==> config.mk <==
export PLATFORM = sky130hd
export DESIGN_NAME = mem_stage_flat
export DESIGN_NICKNAME = d
export VERILOG_FILES = /design/src/rtl/core_pkg.sv /design/src/rtl/mem_stage_if.sv /design/src/rtl/mem_lsu_align.sv /design/src/rtl/mem_stage.sv /design/src/flat_wrapper.sv
export SDC_FILE = /design/constraint.sdc
export NUM_CORES = 1
export LEC_CHECK = 0
export BUFFER_PORTS_ARGS = -buffer_cell sky130_fd_sc_hd__clkbuf_2
export CAP_MARGIN = 20
export CORE_AREA = 2 2 135 137
export DETAILED_ROUTE_END_ITERATION = 8
export DIE_AREA = 0 0 137 139
export PLACE_DENSITY_LB_ADDON = 0.08
export REMOVE_ABC_BUFFERS = 1
export SYNTH_ARGS = -nofsm -noshare
export SYNTH_HDL_FRONTEND = slang
export SYNTH_SLANG_ARGS = --single-unit
==> constraint.sdc <==
create_clock -name clk -period 5.4 [get_ports clk]
set_input_delay 1.08 -clock clk [delete_from_list [all_inputs] [get_ports clk]]
set_output_delay 1.08 -clock clk [all_outputs]
set_load 0.02 [all_outputs]
==> src/rtl/core_pkg.sv <==
// Shared core definitions for the MEM stage: LSU op encoding, MEM FSM states
// and small classification helpers used by both the stage and its lane logic.
package core_pkg;

    localparam int LSU_OP_W = 4;

    typedef enum logic [LSU_OP_W-1:0] {
        LSU_NOP = 4'd0,
        LD_B    = 4'd1,
        LD_H    = 4'd2,
        LD_W    = 4'd3,
        LD_BU   = 4'd4,
        LD_HU   = 4'd5,
        ST_B    = 4'd6,
        ST_H    = 4'd7,
        ST_W    = 4'd8
    } lsu_op_t;

    typedef enum logic [1:0] {
        MEM_IDLE = 2'd0,
        MEM_REQ  = 2'd1,
        MEM_RESP = 2'd2,
        MEM_DONE = 2'd3
    } mem_state_t;

    function automatic logic is_load(input lsu_op_t op);
        case (op)
            LD_B, LD_H, LD_W, LD_BU, LD_HU: is_load = 1'b1;
            default:                        is_load = 1'b0;
        endcase
    endfunction

    function automatic logic is_store(input lsu_op_t op);
        case (op)
            ST_B, ST_H, ST_W: is_store = 1'b1;
            default:          is_store = 1'b0;
        endcase
    endfunction

    // Halfword needs addr[0]==0, word needs addr[1:0]==0; bytes never misalign.
    function automatic logic is_misaligned(input lsu_op_t op, input logic [1:0] addr_lo);
        case (op)
            LD_H, LD_HU, ST_H: is_misaligned = addr_lo[0];
            LD_W, ST_W:        is_misaligned = (addr_lo != 2'b00);
            default:           is_misaligned = 1'b0;
        endcase
    endfunction

endpackage

==> src/rtl/mem_stage_if.sv <==
// Data-bus interface between the MEM stage (master) and the memory side (slave):
// request/grant for the address phase, rvalid for the response phase.
interface mem_stage_if #(
    parameter int ADDR_W = 32,
    parameter int DATA_W = 32
) ();
    logic              d_req;
    logic              d_we;
    logic [ADDR_W-1:0] d_addr;
    logic [DATA_W-1:0] d_wdata;
    logic [3:0]        d_wstrb;
    logic              d_gnt;
    logic              d_rvalid;
    logic [DATA_W-1:0] d_rdata;

    modport master (
        output d_req, d_we, d_addr, d_wdata, d_wstrb,
        input  d_gnt, d_rvalid, d_rdata
    );

    modport slave (
        input  d_req, d_we, d_addr, d_wdata, d_wstrb,
        output d_gnt, d_rvalid, d_rdata
    );
endinterface

==> src/rtl/mem_lsu_align.sv <==
// Combinational lane logic: store data replication and byte strobes, and
// load byte/half lane selection with sign or zero extension. 32-bit bus only.
module mem_lsu_align
    import core_pkg::*;
(
    input  lsu_op_t     op,
    input  logic [1:0]  addr_lo,
    input  logic [31:0] st_data,
    input  logic [31:0] ld_word,
    output logic [31:0] wdata,
    output logic [3:0]  wstrb,
    output logic [31:0] ld_result
);

    logic [7:0]  byte_lane;
    logic [15:0] half_lane;

    // Store side: replicate the datum across all lanes, strobe only the target lanes.
    always_comb begin
        wdata = st_data;
        wstrb = 4'b0000;
        case (op)
            ST_B: begin
                wdata = {4{st_data[7:0]}};
                wstrb = 4'b0001 << addr_lo;
            end
            ST_H: begin
                wdata = {2{st_data[15:0]}};
                wstrb = 4'b0011 << {addr_lo[1], 1'b0};
            end
            ST_W: begin
                wdata = st_data;
                wstrb = 4'b1111;
            end
            default: begin
                wdata = st_data;
                wstrb = 4'b0000;
            end
        endcase
    end

    // Load side: pick the addressed byte/half lane, then extend to 32 bits.
    always_comb begin
        case (addr_lo)
            2'b00:   byte_lane = ld_word[7:0];
            2'b01:   byte_lane = ld_word[15:8];
            2'b10:   byte_lane = ld_word[23:16];
            2'b11:   byte_lane = ld_word[31:24];
            default: byte_lane = 8'h00;
        endcase
        if (addr_lo[1]) begin
            half_lane = ld_word[31:16];
        end else begin
            half_lane = ld_word[15:0];
        end
        case (op)
            LD_B:    ld_result = {{24{byte_lane[7]}}, byte_lane};
            LD_BU:   ld_result = {24'h000000, byte_lane};
            LD_H:    ld_result = {{16{half_lane[15]}}, half_lane};
            LD_HU:   ld_result = {16'h0000, half_lane};
            default: ld_result = ld_word;
        endcase
    end

endmodule

==> src/rtl/mem_stage.sv <==
// MEM stage of the in-order core. Non-memory ops pass straight through in the
// same cycle; loads/stores run a req/gnt/rvalid bus handshake while holding the
// pipe with stall_req. The EX/MEM inputs stay stable while stalled, so they are
// used directly instead of being re-latched.
// Optional feature: define MEM_ALIGN_CHECK_EN to trap misaligned half/word
// accesses (out_ale) instead of issuing them to the bus.
module mem_stage
    import core_pkg::*;
#(
    parameter int ADDR_W = 32,
    parameter int DATA_W = 32
) (
    input  logic              clk,
    input  logic              rst,
    input  logic              flush,
    input  logic              in_valid,
    input  logic [31:0]       in_inst,
    input  logic [ADDR_W-1:0] in_pc,
    input  logic [DATA_W-1:0] in_ex_result,
    input  logic              in_rw_en,
    input  logic [4:0]        in_rw_addr,
    input  logic [DATA_W-1:0] in_lsu_data,
    input  lsu_op_t           in_lsu_op,
    output logic              stall_req,
    mem_stage_if.master       dbus,
    output logic              out_valid,
    output logic [31:0]       out_inst,
    output logic [ADDR_W-1:0] out_pc,
    output logic              out_rw_en,
    output logic [4:0]        out_rw_addr,
    output logic [DATA_W-1:0] out_result,
    output logic              out_ale
);

    mem_state_t  state_q;
    mem_state_t  state_d;
    logic        drop_q;
    logic [31:0] rdata_q;

    logic        mem_op;
    logic        misaligned;
    logic        issue;
    logic        kill;
    logic [31:0] st_wdata;
    logic [3:0]  st_wstrb;
    logic [31:0] ld_result;

    mem_lsu_align u_align (
        .op        (in_lsu_op),
        .addr_lo   (in_ex_result[1:0]),
        .st_data   (in_lsu_data),
        .ld_word   (rdata_q),
        .wdata     (st_wdata),
        .wstrb     (st_wstrb),
        .ld_result (ld_result)
    );

    // Classify the EX/MEM op and decide whether a bus access starts this cycle.
    always_comb begin
        mem_op = is_load(in_lsu_op) | is_store(in_lsu_op);
`ifdef MEM_ALIGN_CHECK_EN
        misaligned = mem_op & is_misaligned(in_lsu_op, in_ex_result[1:0]);
`else
        misaligned = 1'b0;
`endif
        issue = in_valid & mem_op & ~flush & ~misaligned;
        // A flushed access still has to absorb its response before going idle.
        kill  = drop_q | flush;
    end

    // State register plus the drop flag and captured load word.
    always_ff @(posedge clk) begin
        if (rst) begin
            state_q <= MEM_IDLE;
            drop_q  <= 1'b0;
            rdata_q <= 32'h0000_0000;
        end else begin
            state_q <= state_d;
            if (state_q == MEM_RESP) begin
                if (dbus.d_rvalid) begin
                    drop_q <= 1'b0;
                    if (!kill) begin
                        rdata_q <= dbus.d_rdata;
                    end else begin
                        rdata_q <= rdata_q;
                    end
                end else begin
                    drop_q <= kill;
                end
            end else begin
                drop_q <= 1'b0;
            end
        end
    end

    // Next-state: request until granted, wait for the response, present once.
    always_comb begin
        state_d = state_q;
        case (state_q)
            MEM_IDLE: begin
                if (issue) begin
                    state_d = dbus.d_gnt ? MEM_RESP : MEM_REQ;
                end else begin
                    state_d = MEM_IDLE;
                end
            end
            MEM_REQ: begin
                if (flush) begin
                    state_d = MEM_IDLE;
                end else if (dbus.d_gnt) begin
                    state_d = MEM_RESP;
                end else begin
                    state_d = MEM_REQ;
                end
            end
            MEM_RESP: begin
                if (dbus.d_rvalid) begin
                    state_d = kill ? MEM_IDLE : MEM_DONE;
                end else begin
                    state_d = MEM_RESP;
                end
            end
            MEM_DONE: state_d = MEM_IDLE;
            default:  state_d = MEM_IDLE;
        endcase
    end

    // Outputs: bus drive, stall and MEM/WB fields; everything forced low in reset.
    always_comb begin
        dbus.d_req    = 1'b0;
        dbus.d_we     = 1'b0;
        dbus.d_addr   = '0;
        dbus.d_wdata  = '0;
        dbus.d_wstrb  = 4'b0000;
        stall_req     = 1'b0;
        out_valid     = 1'b0;
        out_inst      = 32'h0000_0000;
        out_pc        = '0;
        out_rw_en     = 1'b0;
        out_rw_addr   = 5'd0;
        out_result    = '0;
        out_ale       = 1'b0;
        if (rst) begin
            out_valid = 1'b0;
        end else begin
            dbus.d_we    = is_store(in_lsu_op);
            dbus.d_addr  = {in_ex_result[ADDR_W-1:2], 2'b00};
            dbus.d_wdata = st_wdata;
            dbus.d_wstrb = st_wstrb;
            out_inst     = in_inst;
            out_pc       = in_pc;
            out_rw_en    = in_rw_en;
            out_rw_addr  = in_rw_addr;
            out_result   = in_ex_result;
            case (state_q)
                MEM_IDLE: begin
                    if (in_valid && !flush) begin
                        if (misaligned) begin
                            out_valid = 1'b1;
                            out_ale   = 1'b1;
                            out_rw_en = 1'b0;
                        end else if (mem_op) begin
                            dbus.d_req = 1'b1;
                            stall_req  = 1'b1;
                        end else begin
                            out_valid = 1'b1;
                        end
                    end else begin
                        out_valid = 1'b0;
                    end
                end
                MEM_REQ: begin
                    dbus.d_req = ~flush;
                    stall_req  = ~flush;
                end
                MEM_RESP: begin
                    stall_req = 1'b1;
                end
                MEM_DONE: begin
                    out_valid = ~flush;
                    if (is_load(in_lsu_op)) begin
                        out_result = ld_result;
                    end else begin
                        out_result = in_ex_result;
                    end
                end
                default: begin
                    out_valid = 1'b0;
                end
            endcase
        end
    end

endmodule
==> src/flat_wrapper.sv <==
// flat-port wrapper written by rule: the top's interface ports become plain ports
module mem_stage_flat import core_pkg::*;
#(
    parameter int ADDR_W = 32,
    parameter int DATA_W = 32
)
  (clk, rst, flush, in_valid, in_inst, in_pc, in_ex_result, in_rw_en, in_rw_addr, in_lsu_data, in_lsu_op, stall_req, out_valid, out_inst, out_pc, out_rw_en, out_rw_addr, out_result, out_ale, dbus_d_req, dbus_d_we, dbus_d_addr, dbus_d_wdata, dbus_d_wstrb, dbus_d_gnt, dbus_d_rvalid, dbus_d_rdata);
  mem_stage_if #(.ADDR_W(ADDR_W), .DATA_W(DATA_W)) dbus_i ();
  input  logic clk;
  input  logic rst;
  input  logic flush;
  input  logic in_valid;
  input  logic [31:0] in_inst;
  input  logic [ADDR_W-1:0] in_pc;
  input  logic [DATA_W-1:0] in_ex_result;
  input  logic in_rw_en;
  input  logic [4:0] in_rw_addr;
  input  logic [DATA_W-1:0] in_lsu_data;
  input  lsu_op_t in_lsu_op;
  output logic stall_req;
  output logic out_valid;
  output logic [31:0] out_inst;
  output logic [ADDR_W-1:0] out_pc;
  output logic out_rw_en;
  output logic [4:0] out_rw_addr;
  output logic [DATA_W-1:0] out_result;
  output logic out_ale;
  output wire logic [$bits(dbus_i.d_req)-1:0] dbus_d_req;
  output wire logic [$bits(dbus_i.d_we)-1:0] dbus_d_we;
  output wire logic [$bits(dbus_i.d_addr)-1:0] dbus_d_addr;
  output wire logic [$bits(dbus_i.d_wdata)-1:0] dbus_d_wdata;
  output wire logic [$bits(dbus_i.d_wstrb)-1:0] dbus_d_wstrb;
  input wire logic [$bits(dbus_i.d_gnt)-1:0] dbus_d_gnt;
  input wire logic [$bits(dbus_i.d_rvalid)-1:0] dbus_d_rvalid;
  input wire logic [$bits(dbus_i.d_rdata)-1:0] dbus_d_rdata;
  assign dbus_d_req = dbus_i.d_req;
  assign dbus_d_we = dbus_i.d_we;
  assign dbus_d_addr = dbus_i.d_addr;
  assign dbus_d_wdata = dbus_i.d_wdata;
  assign dbus_d_wstrb = dbus_i.d_wstrb;
  assign dbus_i.d_gnt = dbus_d_gnt;
  assign dbus_i.d_rvalid = dbus_d_rvalid;
  assign dbus_i.d_rdata = dbus_d_rdata;
  mem_stage #(.ADDR_W(ADDR_W), .DATA_W(DATA_W)) u_core (.clk(clk), .rst(rst), .flush(flush), .in_valid(in_valid), .in_inst(in_inst), .in_pc(in_pc), .in_ex_result(in_ex_result), .in_rw_en(in_rw_en), .in_rw_addr(in_rw_addr), .in_lsu_data(in_lsu_data), .in_lsu_op(in_lsu_op), .stall_req(stall_req), .dbus(dbus_i), .out_valid(out_valid), .out_inst(out_inst), .out_pc(out_pc), .out_rw_en(out_rw_en), .out_rw_addr(out_rw_addr), .out_result(out_result), .out_ale(out_ale));
endmodule
---- After elaboration in Yosys (flattened, before gate mapping) ----
Cells that the tools add are included.
word-level totals
  bits in registers ....................... 35
  word-level logic and storage cells ...... 70
  input bits .............................. 176
  output and inout bits ................... 175
operators by class
  shift operators ......................... 2
  bitwise logic cells ..................... 7
  eq/ne operators ......................... 14
  reduce and logical (&&, ||, !) cells .... 8
  muxes and demuxes ....................... 36
operator list
  kind                                                 count
  2-to-1 mux 32 bit                                    7
  case mux 32 bit (4 select lines)                     1
  case mux 32 bit (2 select lines)                     1
  case mux 8 bit (4 select lines)                      1
  equality test 4 x 3 -> 1 bit, second input constant  4
  2-to-1 mux 16 bit                                    1
  2-to-1 mux 1 bit                                     13
  case mux 4 bit (3 select lines)                      1
  2-to-1 mux 2 bit                                     5
  equality test 2 bit, second input constant           4
  equality test 4 x 2 -> 1 bit, second input constant  2
  case mux 2 bit (4 select lines)                      1
  OR reduction 3 bit                                   2
  2-to-1 mux 5 bit                                     1
  OR reduction 5 bit                                   1
  equality test 2 x 1 -> 1 bit, second input constant  2
  equality test 4 x 1 -> 1 bit, second input constant  1
  equality test 4 bit, second input constant           1
  logical NOT 2 bit                                    2
  2-to-1 mux 4 bit                                     1
  case mux 1 bit (2 select lines)                      2
  << shifter 1 x 2 -> 4 bit, first input constant      1
  << shifter 2 x 2 -> 4 bit, first input constant      1
  inverter 1 bit                                       3
  other kinds (6)                                      8

---- Logic depth before layout (Yosys ltp) ----
  depth in word-level cells ............... 8
  gate-level depth with buffers ........... 7
  depth with buffers taken out ............ 6

---- Cells and area by module ----
Synthesis repeated with hierarchy kept, for this count alone.
unflattened totals
  cells, all modules ...................... 597
  area total of the unflattened synthesis .. 4172.8 um^2
by module, submodules not included
  module         seq. area each (um^2)  area an instance (um^2)  instances  cells each
  mem_stage      700.7                  2935.3                   1          443
  mem_lsu_align  0.0                    1237.4                   1          154

---- Least setup slack after synthesis ----
OpenSTA, ideal clock, no wires.
  path kind ............................... input port to output port
  start ................................... input in_lsu_op[1]
  end ..................................... output out_valid
  buffers on the path ..................... 0
  data required time ...................... 4.320 ns
  path slack .............................. 1.357 ns
  data arrival time ....................... 2.963 ns
  stages on the path ...................... 3
  path through ............................ or4_1 a21o_1 a2111oi_0
between the ends
  longest elaborated chain between the ends .. 8
  elaborated cells on any way between the ends .. 17
  those cells by class .................... eq/ne: 8; mux: 6; bitwise: 1; reduce/logical: 2
ends and longest elaborated chain
  item                                                             RTL line                        source
  start: declaration                                               flat_wrapper.sv:19              input lsu_op_t in_lsu_op;
  equality test 4 x 1 -> 1 bit (tied with other cells)             core_pkg.sv:27                  case (op)
  OR reduction 5 bit / OR reduction 3 bit (equally long branches)  core_pkg.sv:27, core_pkg.sv:34
  2-to-1 mux 1 bit (on tied branches)                              core_pkg.sv:27, core_pkg.sv:34
  OR 1 bit (*)                                                     mem_stage.sv:60                 mem_op = is_load(in_lsu_op) | is_store(in_lsu_op);
  2-to-1 mux 1 bit (*)                                             mem_stage.sv:162                end else if (mem_op) begin
  2-to-1 mux 1 bit (*)                                             mem_stage.sv:157                if (in_valid && !flush) begin
  case mux 1 bit (2 select lines) (*)                              mem_stage.sv:155                case (state_q)
  2-to-1 mux 1 bit (*)                                             mem_stage.sv:143                if (rst) begin
  end: declaration                                                 flat_wrapper.sv:21              output logic out_valid;
Every way passes the cells marked *; elsewhere a longest branch is shown, timed or not.

---- Worst setup path in the final report ----
  start ................................... input in_lsu_op[1]
  end ..................................... output out_result[13]
between the ends
  longest elaborated chain between the ends .. 8
  elaborated cells on any way between the ends .. 13
  those cells by class .................... eq/ne: 5; mux: 7; reduce/logical: 1
ends and longest elaborated chain
  item                                                  RTL line                             source
  equality test 4 x 1 -> 1 bit (tied with other cells)  core_pkg.sv:27, mem_lsu_align.sv:56
  OR reduction 5 bit                                    core_pkg.sv:27
  2-to-1 mux 1 bit                                      core_pkg.sv:27
  2-to-1 mux 1 bit                                      mem_stage.sv:155
  2-to-1 mux 1 bit                                      mem_stage.sv:143
  2-to-1 mux 32 bit (*)                                 mem_stage.sv:181                     if (is_load(in_lsu_op)) begin
  2-to-1 mux 32 bit (*)                                 mem_stage.sv:155
  2-to-1 mux 32 bit (*)                                 mem_stage.sv:143
  end: declaration                                      flat_wrapper.sv:26                   output logic [DATA_W-1:0] out_result;
Every way passes the cells marked *; elsewhere a longest branch is shown, timed or not. The select of a mux whose other input is x is not followed.

==> results by group <==
Worst setup path
  • Count of cells along the worst register-to-register path: 6
  • Number of buffers and inverters on the critical path: 3
  • Sequence of cells on the critical path: clkbuf_2, nor3_2, or3b_1, buf_4, nand2_1, a221oi_1, clkbuf_2
  • Critical path capture point type: primary output
  • Reg-to-reg endpoint: u_core.rdata_q[25]
  • Start-to-end type of the worst setup path: in -> out
  • Crit path max-delay cell type: sky130_fd_sc_hd__or3b_1
  • Required time at the endpoint of the critical path: 4.32 ns
  • Launching element type of the critical path: input pin
  • Reg-to-reg startpoint: u_core.state_q[0]
  • Largest driver fanout on the critical path: 19
  • Dominant delay contributor by cell family on the critical path: simple AND/OR/NAND/NOR gates
  • Internal reg-to-reg setup slack: 3.80 ns
  • Max incr delay on CP: 0.62 ns
  • Worst path most repeated cell: sky130_fd_sc_hd__clkbuf_2
  • Arrival @ worst endpoint: 3.30 ns

Clock tree
  • Post-CTS Repair Setup Buffers: 0
  • Clock H-tree levels: 2
  • Latest clock arrival within the worst-skew pair: 0.29 ns
  • Number of clock buffers inserted by TritonCTS: 5
  • Clock sink count: 35
  • Maximum buffer depth of the clock tree: 2
  • CTS clock-pin slew for the worst setup and hold paths: 0.06 ns
  • Post-cts gate resize count: 0
  • Root Buffer Master: sky130_fd_sc_hd__clkbuf_16
  • CTS tree: yes
  • CTS Hold Bufs: 0

Hold path
  • Worst Hold Class: reg -> reg
  • Hold Startpoint: u_core.rdata_q[2]
  • Min-Delay Path Depth: 2
  • Worst Hold End: u_core.rdata_q[2]

Placed design
  • Final GP Congestion: 0.810
  • Pre-CTS setup slack: 0.999 ns
  • Post-DP HPWL: 15800 µm
  • Count of input and output buffers: 347

Synth
  • Leading post-synthesis cells by cell area: sky130_fd_sc_hd__dfxtp_1, sky130_fd_sc_hd__nor2b_1, sky130_fd_sc_hd__nand2_1
  • Sequential cell area fraction in the yosys report: 18.9%
  • Share of synthesized registers carrying an async set or reset: 0%
  • Yosys cell types: 50
  • Number of flops mapped to enable cells by yosys: 0
  • Area of the mapped netlist: 3700 µm²
  • Post-synthesis sequential element count: 35
  • Area share of the largest cell type after synthesis: 18.9%
  • Post-synth top area cell: sky130_fd_sc_hd__dfxtp_1
  • Cells after Synth: 550
  • Dominant synthesized flop cell: sky130_fd_sc_hd__dfxtp_1
  • Warnings from Yosys: 0
  • Synthesized area per cell: 6.73 µm²

Timing
  • Number of max-slew violations in the final report: 0
  • Share of the clock period used by the worst path after layout: 81.0%
  • Top achievable clock speed: 228 MHz
  • Worst slew margin relative to its limit: 43.2%
  • Largest clock skew in the final design: 0.00734 ns
  • Setup TNS: 0 ns
  • Setup repair after global routing missed its margin: false
  • Post-layout minimum cycle time: 4.38 ns
  • Hold slack final: 0.474 ns
  • Actual transition at the worst max-transition pin: 0.852 ns
  • Number of endpoints failing setup at the final stage: 0
  • Least setup slack across all paths after layout: 1.02 ns
  • Final hold viol count: 0

Pwr
  • Leakage: 2.82 nW
  • Power density over the cells: 166 nW/µm²
  • Max IR drop VDD: 0.000111 V
  • Overall Power: 0.000956 W

Global routing
  • Tot GR Track Use: 19.9%
  • Via count of the first global-routing pass: 4929
  • Sum of overflow across all layers after global routing: 0
  • Initial antenna violation count: 1
  • First-pass GRT wire length: 29000 µm
  • Largest net degree at the start of global routing: 89

Die
  • Core Footprint: 17700 µm²
  • Starting density of the core: 21.0%
  • Number of I/O pins: 351
  • Die H: 139 µm
  • Full die area: 19000 µm²
  • Die width: 137 µm
  • Number of cell rows: 49

Job
  • Number of maximum-capacitance constraint violations: 0

Detailed routing
  • Average via count per standard cell: 4.62
  • Starting DRC count in detailed routing: 297
  • Overall routed net length: 20000 µm
  • Wirelength per Cell: 18.2 µm
  • Via count: 5075
  • DRC violations left: 0
  • Post-DRT Antenna Nets: 0
  • DR pass1 iterations: 4

Final layout
  • Layout net count: 1048
  • Ratio of cells with drive above 1 in the final layout: 44.5%
  • Area growth from synthesis to layout: 55.8%
  • Final-layout fill cell count: 2045

Status
  • Status: completed
stage by stage:
stage	instances	instance area (µm²)	utilization (%)
2_1_floorplan	502	3500	-
3_3_place_gp	1089	5610	31.8
3_5_place_dp	1089	5610	31.8
4_1_cts	1097	5770	32.7
5_1_grt	1098	5770	32.7
6_report	1098	5770	32.7
state kept, by name (all words and copies together) (netlist names):
register / count
u_core.state_q: 2
u_core.drop_q: 1
u_core.rdata_q: 32
routing by layer:
metal | track usage, % | wire length [µm] | up-vias
li1 | - | - | 2528
met1 | 25.0 | 8490 | 2347
met2 | 33.9 | 9790 | 185
met3 | 5.48 | 1440 | 15
met4 | 4.23 | 289 | 0
met5 | 0 | 0 | -
worst register-to-register path, cell delays in order, from the launching register on:
cell	delay, ns
sky130_fd_sc_hd__dfxtp_1	0.34
sky130_fd_sc_hd__inv_1	0.09
sky130_fd_sc_hd__ha_1	0.24
sky130_fd_sc_hd__and3_1	0.20
sky130_fd_sc_hd__buf_4	0.37
sky130_fd_sc_hd__nand2_1	0.15
sky130_fd_sc_hd__a21oi_1	0.13
cells in the final DEF (no fill, tap or decap), types with 3 or more instances in the layout:
cell type / n
sky130_fd_sc_hd__nand3b_1: 3
sky130_fd_sc_hd__clkbuf_2: 346
sky130_fd_sc_hd__mux4_2: 8
sky130_fd_sc_hd__dfxtp_1: 35
sky130_fd_sc_hd__o22ai_1: 9
sky130_fd_sc_hd__buf_4: 11
sky130_fd_sc_hd__conb_1: 3
sky130_fd_sc_hd__o21ai_0: 22
sky130_fd_sc_hd__nor2b_1: 109
sky130_fd_sc_hd__ha_1: 5
sky130_fd_sc_hd__o2bb2ai_1: 22
sky130_fd_sc_hd__nand2_1: 129
sky130_fd_sc_hd__or3b_1: 3
sky130_fd_sc_hd__nor3_1: 3
sky130_fd_sc_hd__nor2_1: 29
sky130_fd_sc_hd__nand2b_1: 5
sky130_fd_sc_hd__a211oi_1: 9
sky130_fd_sc_hd__a221oi_1: 8
sky130_fd_sc_hd__clkbuf_16: 5
sky130_fd_sc_hd__inv_1: 6
sky130_fd_sc_hd__a21oi_1: 54
sky130_fd_sc_hd__mux2_2: 8
final cells by class:
class | count | area, µm² | area share [%]
antenna | 1 | 2.50 | 0.0434
timing repair buffer | 358 | 1830 | 31.6
sequential | 35 | 701 | 12.1
tap | 229 | 287 | 4.97
clock buffer | 8 | 156 | 2.71
inverter | 6 | 22.5 | 0.390
multi-input combinational | 461 | 2780 | 48.1
worst max-delay path by stage:
stage | start | endpoint | slack, ns | cells past startpoint
5_1_grt | in_lsu_op[1] | out_result[12] | 0.82 | 7
3_5_place_dp | in_lsu_op[1] | out_result[13] | 1.0 | 7
3_3_place_gp | in_lsu_op[1] | out_result[11] | 1.06 | 7
4_1_cts | in_lsu_op[1] | out_result[13] | 1.0 | 7
6_report | in_lsu_op[1] | out_result[13] | 1.02 | 7
2_1_floorplan | in_lsu_op[1] | out_valid | 1.36 | 3
logic make-up (layout without fill, tap and decap cells):
group / after synthesis / count (layout) / share of synthesized area (%)
simple gates: 293 / 293 / 40.1
compound gates: 143 / 143 / 25.3
buf+inv: 56 / 372 / 6.32
flops: 35 / 35 / 18.9
mux: 16 / 16 / 7.30
fa+ha+maj: 5 / 5 / 1.69
other cells: 1 / 4 / 0.101
xor+xnor: 1 / 1 / 0.237
power by group:
| group | internal [W] | leakage (nW) | switching, W |
|---|---|---|---|
| combinational | 0.000145 | 2.46 | 0.000233 |
| clock | 0.000197 | 0.0772 | 0.000119 |
| sequential | 0.000260 | 0.282 | 0.00000154 |
synthesized netlist by cell type, types with 2 or more instances:
cell type and instances:
sky130_fd_sc_hd__a211o_1 2, sky130_fd_sc_hd__a211oi_1 9, sky130_fd_sc_hd__a21oi_1 54, sky130_fd_sc_hd__a221oi_1 8, sky130_fd_sc_hd__a41oi_1 2, sky130_fd_sc_hd__buf_1 4
sky130_fd_sc_hd__buf_2 7, sky130_fd_sc_hd__buf_4 4, sky130_fd_sc_hd__clkbuf_1 35, sky130_fd_sc_hd__dfxtp_1 35, sky130_fd_sc_hd__ha_1 5, sky130_fd_sc_hd__inv_1 6
sky130_fd_sc_hd__mux2_2 8, sky130_fd_sc_hd__mux4_2 8, sky130_fd_sc_hd__nand2_1 129, sky130_fd_sc_hd__nand2b_1 5, sky130_fd_sc_hd__nand3b_1 3, sky130_fd_sc_hd__nor2_1 29
sky130_fd_sc_hd__nor2b_1 109, sky130_fd_sc_hd__nor3_1 3, sky130_fd_sc_hd__nor4b_1 2, sky130_fd_sc_hd__o211ai_1 2, sky130_fd_sc_hd__o21ai_0 22, sky130_fd_sc_hd__o22ai_1 9
sky130_fd_sc_hd__o2bb2ai_1 22, sky130_fd_sc_hd__o31ai_1 2, sky130_fd_sc_hd__or3b_1 3
No activity file was read; power rests on OpenSTA's default activity.
